--- src/rtl/button_pulse_conditioner_pkg.sv ---
// Shared types and constants for the two-channel button front end.
// Contents: debounce state encoding and the default qualification window.
package button_pulse_conditioner_pkg;

    // Bit 1 of the encoding is the accepted (debounced) level.
    typedef enum logic [1:0] {
        IDLE_LOW   = 2'b00,
        CHECK_HIGH = 2'b01,
        IDLE_HIGH  = 2'b11,
        CHECK_LOW  = 2'b10
    } deb_state_t;

    // 5 ms at 100 MHz.
    localparam int unsigned DEBOUNCE_CYCLES_DEFAULT = 32'd500000;

endpackage

--- src/rtl/button_pulse_conditioner_if.sv ---
// Button front-end bus: raw button levels in, conditioned pulses/levels out.
// Signals:
//   p1_raw, p2_raw     raw asynchronous button levels (driven by master)
//   p1_pulse, p2_pulse one-cycle press pulses, never both high
//   p1_level, p2_level debounced levels
//   collide            both presses accepted on the same cycle
interface button_pulse_conditioner_if;

    logic p1_raw;
    logic p2_raw;
    logic p1_pulse;
    logic p2_pulse;
    logic p1_level;
    logic p2_level;
    logic collide;

    modport master (
        output p1_raw, p2_raw,
        input  p1_pulse, p2_pulse, p1_level, p2_level, collide
    );

    modport slave (
        input  p1_raw, p2_raw,
        output p1_pulse, p2_pulse, p1_level, p2_level, collide
    );

endinterface

--- src/rtl/button_pulse_conditioner_channel.sv ---
// One button channel: 2-flop synchroniser, debounce FSM with qualification
// counter, and a one-cycle press pulse flop.
// Ports:
//   clk    system clock, rising edge
//   reset  asynchronous active-low reset
//   raw    raw button level (asynchronous, bouncy)
//   pulse  one cycle high after a press is accepted
//   level  debounced level (registered state)
module btn_debounce_channel
    import button_pulse_conditioner_pkg::*;
#(
    parameter int unsigned DEBOUNCE_CYCLES = DEBOUNCE_CYCLES_DEFAULT
) (
    input  logic clk,
    input  logic reset,
    input  logic raw,
    output logic pulse,
    output logic level
);

    localparam int unsigned CNT_W = $clog2(DEBOUNCE_CYCLES + 1);
    localparam logic [CNT_W-1:0] CNT_DONE = CNT_W'(DEBOUNCE_CYCLES);
    localparam logic [CNT_W-1:0] CNT_ONE  = CNT_W'(1);

    logic             s1;
    logic             s2;
    deb_state_t       state;
    deb_state_t       state_d;
    logic [CNT_W-1:0] cnt;
    logic [CNT_W-1:0] cnt_d;
    logic             pulse_d;

    // Synchroniser; only s2 is seen by the FSM.
    always_ff @(posedge clk or negedge reset) begin
        if (!reset) begin
            s1 <= 1'b0;
            s2 <= 1'b0;
        end else begin
            s1 <= raw;
            s2 <= s1;
        end
    end

    // State, counter and pulse registers.
    always_ff @(posedge clk or negedge reset) begin
        if (!reset) begin
            state <= IDLE_LOW;
            cnt   <= '0;
            pulse <= 1'b0;
        end else begin
            state <= state_d;
            cnt   <= cnt_d;
            pulse <= pulse_d;
        end
    end

    // Next state; any opposite sample inside a check window falls back to the stable state.
    always_comb begin
        state_d = state;
        cnt_d   = cnt;
        pulse_d = 1'b0;
        case (state)
            IDLE_LOW: begin
                if (s2) begin
                    state_d = CHECK_HIGH;
                    cnt_d   = CNT_ONE;
                end else begin
                    cnt_d   = '0;
                end
            end
            CHECK_HIGH: begin
                if (!s2) begin
                    state_d = IDLE_LOW;
                    cnt_d   = '0;
                end else if (cnt == CNT_DONE) begin
                    state_d = IDLE_HIGH;
                    pulse_d = 1'b1;
                end else begin
                    cnt_d   = cnt + CNT_ONE;
                end
            end
            IDLE_HIGH: begin
                if (!s2) begin
                    state_d = CHECK_LOW;
                    cnt_d   = CNT_ONE;
                end
            end
            CHECK_LOW: begin
                if (s2) begin
                    state_d = IDLE_HIGH;
                    cnt_d   = '0;
                end else if (cnt == CNT_DONE) begin
                    state_d = IDLE_LOW;
                end else begin
                    cnt_d   = cnt + CNT_ONE;
                end
            end
            default: begin
                state_d = IDLE_LOW;
                cnt_d   = '0;
            end
        endcase
    end

    // Level is high in IDLE_HIGH and CHECK_LOW, i.e. state bit 1.
    assign level = state[1];

endmodule

--- src/rtl/button_pulse_conditioner.sv ---
// Two-channel push-button conditioner feeding the sequence FSM's P1/P2 inputs.
// Ports:
//   clk    system clock, rising edge
//   reset  asynchronous active-low reset
//   bus    slave side of the button bus (raw levels in; pulses, levels,
//          collision flag out)
module button_pulse_conditioner
    import button_pulse_conditioner_pkg::*;
#(
    parameter int unsigned DEBOUNCE_CYCLES = DEBOUNCE_CYCLES_DEFAULT
) (
    input  logic                          clk,
    input  logic                          reset,
    button_pulse_conditioner_if.slave     bus
);

    logic pulse1;
    logic pulse2;
    logic level1;
    logic level2;

    btn_debounce_channel #(.DEBOUNCE_CYCLES(DEBOUNCE_CYCLES)) u_ch1 (
        .clk   (clk),
        .reset (reset),
        .raw   (bus.p1_raw),
        .pulse (pulse1),
        .level (level1)
    );

    btn_debounce_channel #(.DEBOUNCE_CYCLES(DEBOUNCE_CYCLES)) u_ch2 (
        .clk   (clk),
        .reset (reset),
        .raw   (bus.p2_raw),
        .pulse (pulse2),
        .level (level2)
    );

    // Simultaneous presses are reported as a collision so the FSM never sees P1=P2=1.
    assign bus.p1_pulse = pulse1 & ~pulse2;
    assign bus.p2_pulse = pulse2 & ~pulse1;
    assign bus.collide  = pulse1 & pulse2;
    assign bus.p1_level = level1;
    assign bus.p2_level = level2;

endmodule

--- src/flat_wrapper.sv ---
// flat-port wrapper written by rule: the top's interface ports become plain ports
module button_pulse_conditioner_flat import button_pulse_conditioner_pkg::*;
#(
    parameter int unsigned DEBOUNCE_CYCLES = DEBOUNCE_CYCLES_DEFAULT
)
  (clk, reset, bus_p1_raw, bus_p2_raw, bus_p1_pulse, bus_p2_pulse, bus_p1_level, bus_p2_level, bus_collide);
  button_pulse_conditioner_if bus_i ();
  input  logic clk;
  input  logic reset;
  input wire logic [$bits(bus_i.p1_raw)-1:0] bus_p1_raw;
  input wire logic [$bits(bus_i.p2_raw)-1:0] bus_p2_raw;
  output wire logic [$bits(bus_i.p1_pulse)-1:0] bus_p1_pulse;
  output wire logic [$bits(bus_i.p2_pulse)-1:0] bus_p2_pulse;
  output wire logic [$bits(bus_i.p1_level)-1:0] bus_p1_level;
  output wire logic [$bits(bus_i.p2_level)-1:0] bus_p2_level;
  output wire logic [$bits(bus_i.collide)-1:0] bus_collide;
  assign bus_i.p1_raw = bus_p1_raw;
  assign bus_i.p2_raw = bus_p2_raw;
  assign bus_p1_pulse = bus_i.p1_pulse;
  assign bus_p2_pulse = bus_i.p2_pulse;
  assign bus_p1_level = bus_i.p1_level;
  assign bus_p2_level = bus_i.p2_level;
  assign bus_collide = bus_i.collide;
  button_pulse_conditioner #(.DEBOUNCE_CYCLES(DEBOUNCE_CYCLES)) u_core (.clk(clk), .reset(reset), .bus(bus_i));
endmodule
--- config.mk ---
export PLATFORM = sky130hd
export DESIGN_NAME = button_pulse_conditioner_flat
export DESIGN_NICKNAME = d
export VERILOG_FILES = /design/src/rtl/button_pulse_conditioner_pkg.sv /design/src/rtl/button_pulse_conditioner_if.sv /design/src/rtl/button_pulse_conditioner_channel.sv /design/src/rtl/button_pulse_conditioner.sv /design/src/flat_wrapper.sv
export SDC_FILE = /design/constraint.sdc
export NUM_CORES = 1
export LEC_CHECK = 0
export ABC_CLOCK_PERIOD_IN_PS = 2300
export BUFFER_PORTS_ARGS = -buffer_cell sky130_fd_sc_hd__buf_2
export CORE_ASPECT_RATIO = 1.1
export CORE_MARGIN = 1.5
export CORE_UTILIZATION = 50
export CTS_BUF_LIST = sky130_fd_sc_hd__clkbuf_8 sky130_fd_sc_hd__clkbuf_16
export DETAILED_ROUTE_END_ITERATION = 16
export PLACE_DENSITY = 0.79
export SLEW_MARGIN = 10
export SYNTH_ARGS = -nofsm -noshare
export SYNTH_HDL_FRONTEND = slang
export SYNTH_SLANG_ARGS = --single-unit
--- constraint.sdc ---
create_clock -name clk -period 2.3 [get_ports clk]
set_clock_uncertainty 0.1 [all_clocks]
set_input_delay 0.23 -clock clk [delete_from_list [all_inputs] [get_ports clk]]
set_output_delay 0.23 -clock clk [all_outputs]
set_load 0.02 [all_outputs]
Yosys cells after proc, flatten, opt, wreduce, memory -nomap -nowiden
Cells that the tools add are included.
{ "totals": {"register_bits": 48, "memories": 0, "ram_bits": 0, "rom_bits": 0, "latch_bits": 0} }
{ "op_classes": {"eq_ne": 16, "mux": 32, "multipliers": 0, "shift": 0, "bitwise": 5, "div_mod_pow": 0, "magnitude_cmp": 0, "add_sub_neg": 2, "reduce_logical": 4} }
{ "ops": {"columns": ["op", "n"], "rows": [
  ["$mux 19", 8],
  ["$pmux 19 s4", 2],
  ["$add 19x1->19 const B", 2],
  ["$eq 19x19->1 const B", 2],
  ["$mux 2", 12],
  ["$pmux 2 s4", 2],
  ["$ne 3x3->1 const B", 4],
  ["$eq 2x2->1 const B", 4],
  ["$mux 1", 8],
  ["$ne 2x2->1 const B", 4],
  ["$reduce_and 4->1", 2],
  ["$eq 2x1->1 const B", 2],
  ["$logic_not 2->1", 2],
  ["$and 1x1->1", 3],
  ["$not 1->1", 2]
]} }

Logic depth before layout (Yosys ltp)
{ "depth": {"ltp_word": 4, "mapped_depth": 7} }

Cells and area by module
From an unflattened synthesis, not the netlist that was laid out.
{ "unflattened": {"cells_unflattened": 297, "area_unflattened_um2": 2707.6} }
{ "by_module_without_submodules": {"columns": ["module", "cells_each", "area_per_inst_um2", "n_inst"], "rows": [
  ["btn_debounce_channel", 147, 1342.5, 2],
  ["button_pulse_conditioner", 3, 22.5, 1]
]} }

Worst setup path before layout
Ideal clock, no wire load.
{ "synth_timing": {"path_type": "reg2reg", "start": "register u_core.u_ch1.cnt[4]", "end": "register u_core.u_ch1.cnt[18]", "stages_incl_launch_ff": 7, "setup_slack_ps": 160, "required_ps": 2124, "arrival_ps": 1964, "synth_period_minus_slack_ps": 2140, "n_path_buf": 1, "path_cell_list": "dfrtp_1 > nand4_2 > or4_1 > buf_2 > or4_4 > or3_1 > o21ai_1"} }
{ "synth_between": {"elab_chain_len": 4, "elab_cells_between_ends": 6, "cone_classes": "add/sub (1); eq/ne (1); mux (4)"} }
{ "synth_rtl": {"columns": ["element", "line", "rtl"], "rows": [
  ["start: declaration", "button_pulse_conditioner_channel.sv:29", "logic [CNT_W-1:0] cnt;"],
  ["start signal: assignment", "button_pulse_conditioner_channel.sv:52", "cnt <= cnt_d;"],
  ["$add 19x1->19 or $eq 19x19->1 (tied branches)", null, null],
  ["$mux 19 *", "button_pulse_conditioner_channel.sv:75, button_pulse_conditioner_channel.sv:92", null],
  ["$mux 19 (on tied branches)", "button_pulse_conditioner_channel.sv:89, button_pulse_conditioner_channel.sv:72", null],
  ["$pmux 19 s4 *", "button_pulse_conditioner_channel.sv:62", "case (state)"]
]} }
Every way passes the cells marked *; elsewhere a longest branch is shown, timed or not.
A chain may end at the register's enable or synchronous reset.

Final worst setup path
{ "layout_timing": {"start": "register u_core.u_ch1.cnt[5]", "end": "register u_core.u_ch1.cnt[18]"} }
The elaborated chain is that of the path after synthesis.

==> run summary <==
status: finished clean
vias in the first global route: 2274
GR Overflow Total: 0
relative max-transition margin: 68.8%
fin nets: 347
clock latency on the worst-skew pair: 0.30 ns
Avg Inst Size Synth: 9.06 um2
pwr/cell area: 819 nW/um2
min cycle time layout: 2.15 ns
Pre-antenna DRT Iters: 5
crit path max fanout: 5
final wirelength: 5650 um
Worst Setup Path Type: reg -> reg
fraction of layout cells with a size suffix above 1: 13.0%
most frequent cells in the layout: dfrtp_1, nor2_1, nand2_1
Post-Place Setup Slack: 0.116 ns
Final Non-Filler Cells: 407
measured slew at the worst slew-check pin: 0.468 ns
post-layout util: 58.4%
RSZ-0062 raised after global routing: false
crit share post-route: 93.5%
WP data arrival: 2.29 ns
CTS Sinks: 48
total power: 2.57 mW
Total GRT Usage: 21.5%
Final setup viols: 0
final hold vios: 0
via count: 2306
drc violations: 0
Mapped Cells: 305
Num CTS Buffers: 5
Die Wd: 73.9 um
post-synthesis async set-or-reset flop share: 100%
fmax: 465 MHz
area delta synth->final: 13.3%
critical path endpoint category: register
commonest non-fill, non-tap cell in the layout: dfrtp_1
VDD IR-drop max: 0.696 mV
Initial Util: 51.6%
I/O pin count: 9
max_cap viols: 0
DP Cell Count: 396
Syn. warnings: 0
# rows: 28
Max Root-Sink Buffers: 2
total core area: 5360 um2
Diodes inserted: 0
worst hold path class: reg -> reg
Sum Neg Setup Slack: 0 ns
Worst setup SP type: register
WL/cell: 13.9 um
Post-DP HPWL: 3970 um
CTS tree: done
Routed Antenna Nets: 0
Pleak: 1.38 nW
Mapped Area: 2760 um2
worst setup margin: 0.149 ns
largest net degree at the start of global routing: 23
global-route wire length before repair: 10000 um
H-tree levels: 2
CTS root buf: clkbuf_8
Max Slew Vio Count: 0
Vias/cell: 5.67
Final Wtd Congestion: 0.859
die area: 5980 um2
Iteration-0 DRC Markers: 174
flops & latches, synth: 48
Worst-path clk slew: 0.09 ns
die height: 81.0 um
Synth Flop Type: dfrtp_1
Post-synth EDFFs: 0
antenna violations before repair: 0
Worst EP required: 2.43 ns
Port Buffers: 8
Synth cell types: 47
syn nets: 321
sequential-to-total area share from yosys stat: 43.5%
==> layer usage <==
layer | track usage (%) | part of all wire [%] | vias up
li1 | - | - | 1136
met1 | 26.7 | 45 | 1120
met2 | 36.8 | 50 | 44
met3 | 5.46 | 3.2 | 6
met4 | 6.11 | 1.0 | 0
met5 | 0 | 0 | -
==> power by group <==
part           internal [mW]  switching [mW]  leakage (nW)
clock network          0.322           0.292        0.0541
registers              0.919          0.0823         0.648
logic                  0.368           0.583         0.677
total                   1.61           0.957          1.38
==> cells by family after synthesis <==
group	Yosys count	synth area share [%]
buffers and inverters	24	3.30
xor gates and xnor gates	22	6.97
muxes	3	1.09
DFF	48	43.5
and+or+nand+nor	148	28.8
adders and majority gates	12	5.43
AOI/OAI and AO/OA	48	10.9
==> metrics by stage <==
step                      hold WS (ns)  area [um2]
after floorplan                 -0.166        2760
after global placement           0.110        2990
after detailed placement         0.116        2990
after CTS                        0.259        3130
after global routing             0.261        3130
final                            0.257        3130
==> sequential cells by signal, summed over array words and instances, names as in the netlist <==
signal and cells:
u_core.u_ch2.state 2, u_core.u_ch2.s1 1, u_core.u_ch1.cnt 19, u_core.u_ch2.pulse 1, u_core.u_ch1.s2 1, u_core.u_ch1.s1 1, u_core.u_ch2.s2 1, u_core.u_ch1.state 2
u_core.u_ch2.cnt 19, u_core.u_ch1.pulse 1
==> worst paths after layout <==
check / from / end / slack (ns) / cells past startpoint
setup / recovery: u_core.u_ch1.cnt[5] / u_core.u_ch1.cnt[18] / 0.15 / 5
hold / removal: u_core.u_ch1.s1 / u_core.u_ch1.s2 / 0.26 / 0
setup reg to reg: u_core.u_ch1.cnt[5] / u_core.u_ch1.cnt[18] / 0.15 / 5
hold reg to reg: u_core.u_ch1.s1 / u_core.u_ch1.s2 / 0.26 / 0
max in group asynchronous: reset / u_core.u_ch2.cnt[6] / 1.21 / 3
min in group asynchronous: reset / u_core.u_ch1.cnt[18] / 0.30 / 2
==> synthesized netlist by cell type, types with 2 or more instances <==
cell type,n,share of area (%)
xnor2_1,9,2.9
o22ai_1,2,0.45
and3_1,10,2.3
nor2_1,44,6.0
o31ai_1,2,0.54
o21ai_0,13,2.4
dfrtp_1,48,43
nand3_1,19,3.4
and4_1,3,0.95
or2_2,3,0.68
mux2i_1,3,1.1
and4_2,2,0.72
o211ai_1,3,0.81
a21oi_1,12,2.2
nand4_1,8,1.8
ha_1,12,5.4
and2_1,5,1.1
o2111ai_1,2,0.63
o311ai_0,3,0.95
nand3b_1,2,0.54
nor3_1,4,0.72
nor2b_1,3,0.68
o21ai_1,2,0.36
a21o_1,3,0.81
nor4b_1,4,1.3
xor2_1,13,4.1
clkbuf_1,6,0.81
nor4_1,3,0.68
or4_1,4,1.1
nand2_1,20,2.7
inv_1,16,2.2
or3_1,7,1.6
==> critical path, cell delays in order, from the launching register on <==
cell     delay (ns)
dfrtp_1        0.42
nand4_2        0.15
or4_4          0.53
or4_4          0.50
or3_1          0.31
o21ai_1        0.08
==> layout make-up <==
| class | count | area [um2] |
|---|---|---|
| clock buffers | 5 | 68.8 |
| clock inverters | 3 | 42.5 |
| fillers | 459 | 2230 |
| inverters | 16 | 60.1 |
| multi-input cells | 233 | 1480 |
| flip-flops and latches | 48 | 1200 |
| well taps | 75 | 93.8 |
| repair buffers | 27 | 190 |
==> what timing repair did <==
action,in CTS,in global routing
setup endpoints to repair,0,1
hold buffers,3,0
endpoints found under the hold margin,22,0
buffers inserted,0,0
gates resized for setup,0,1
(Power assumes the default switching activity.)
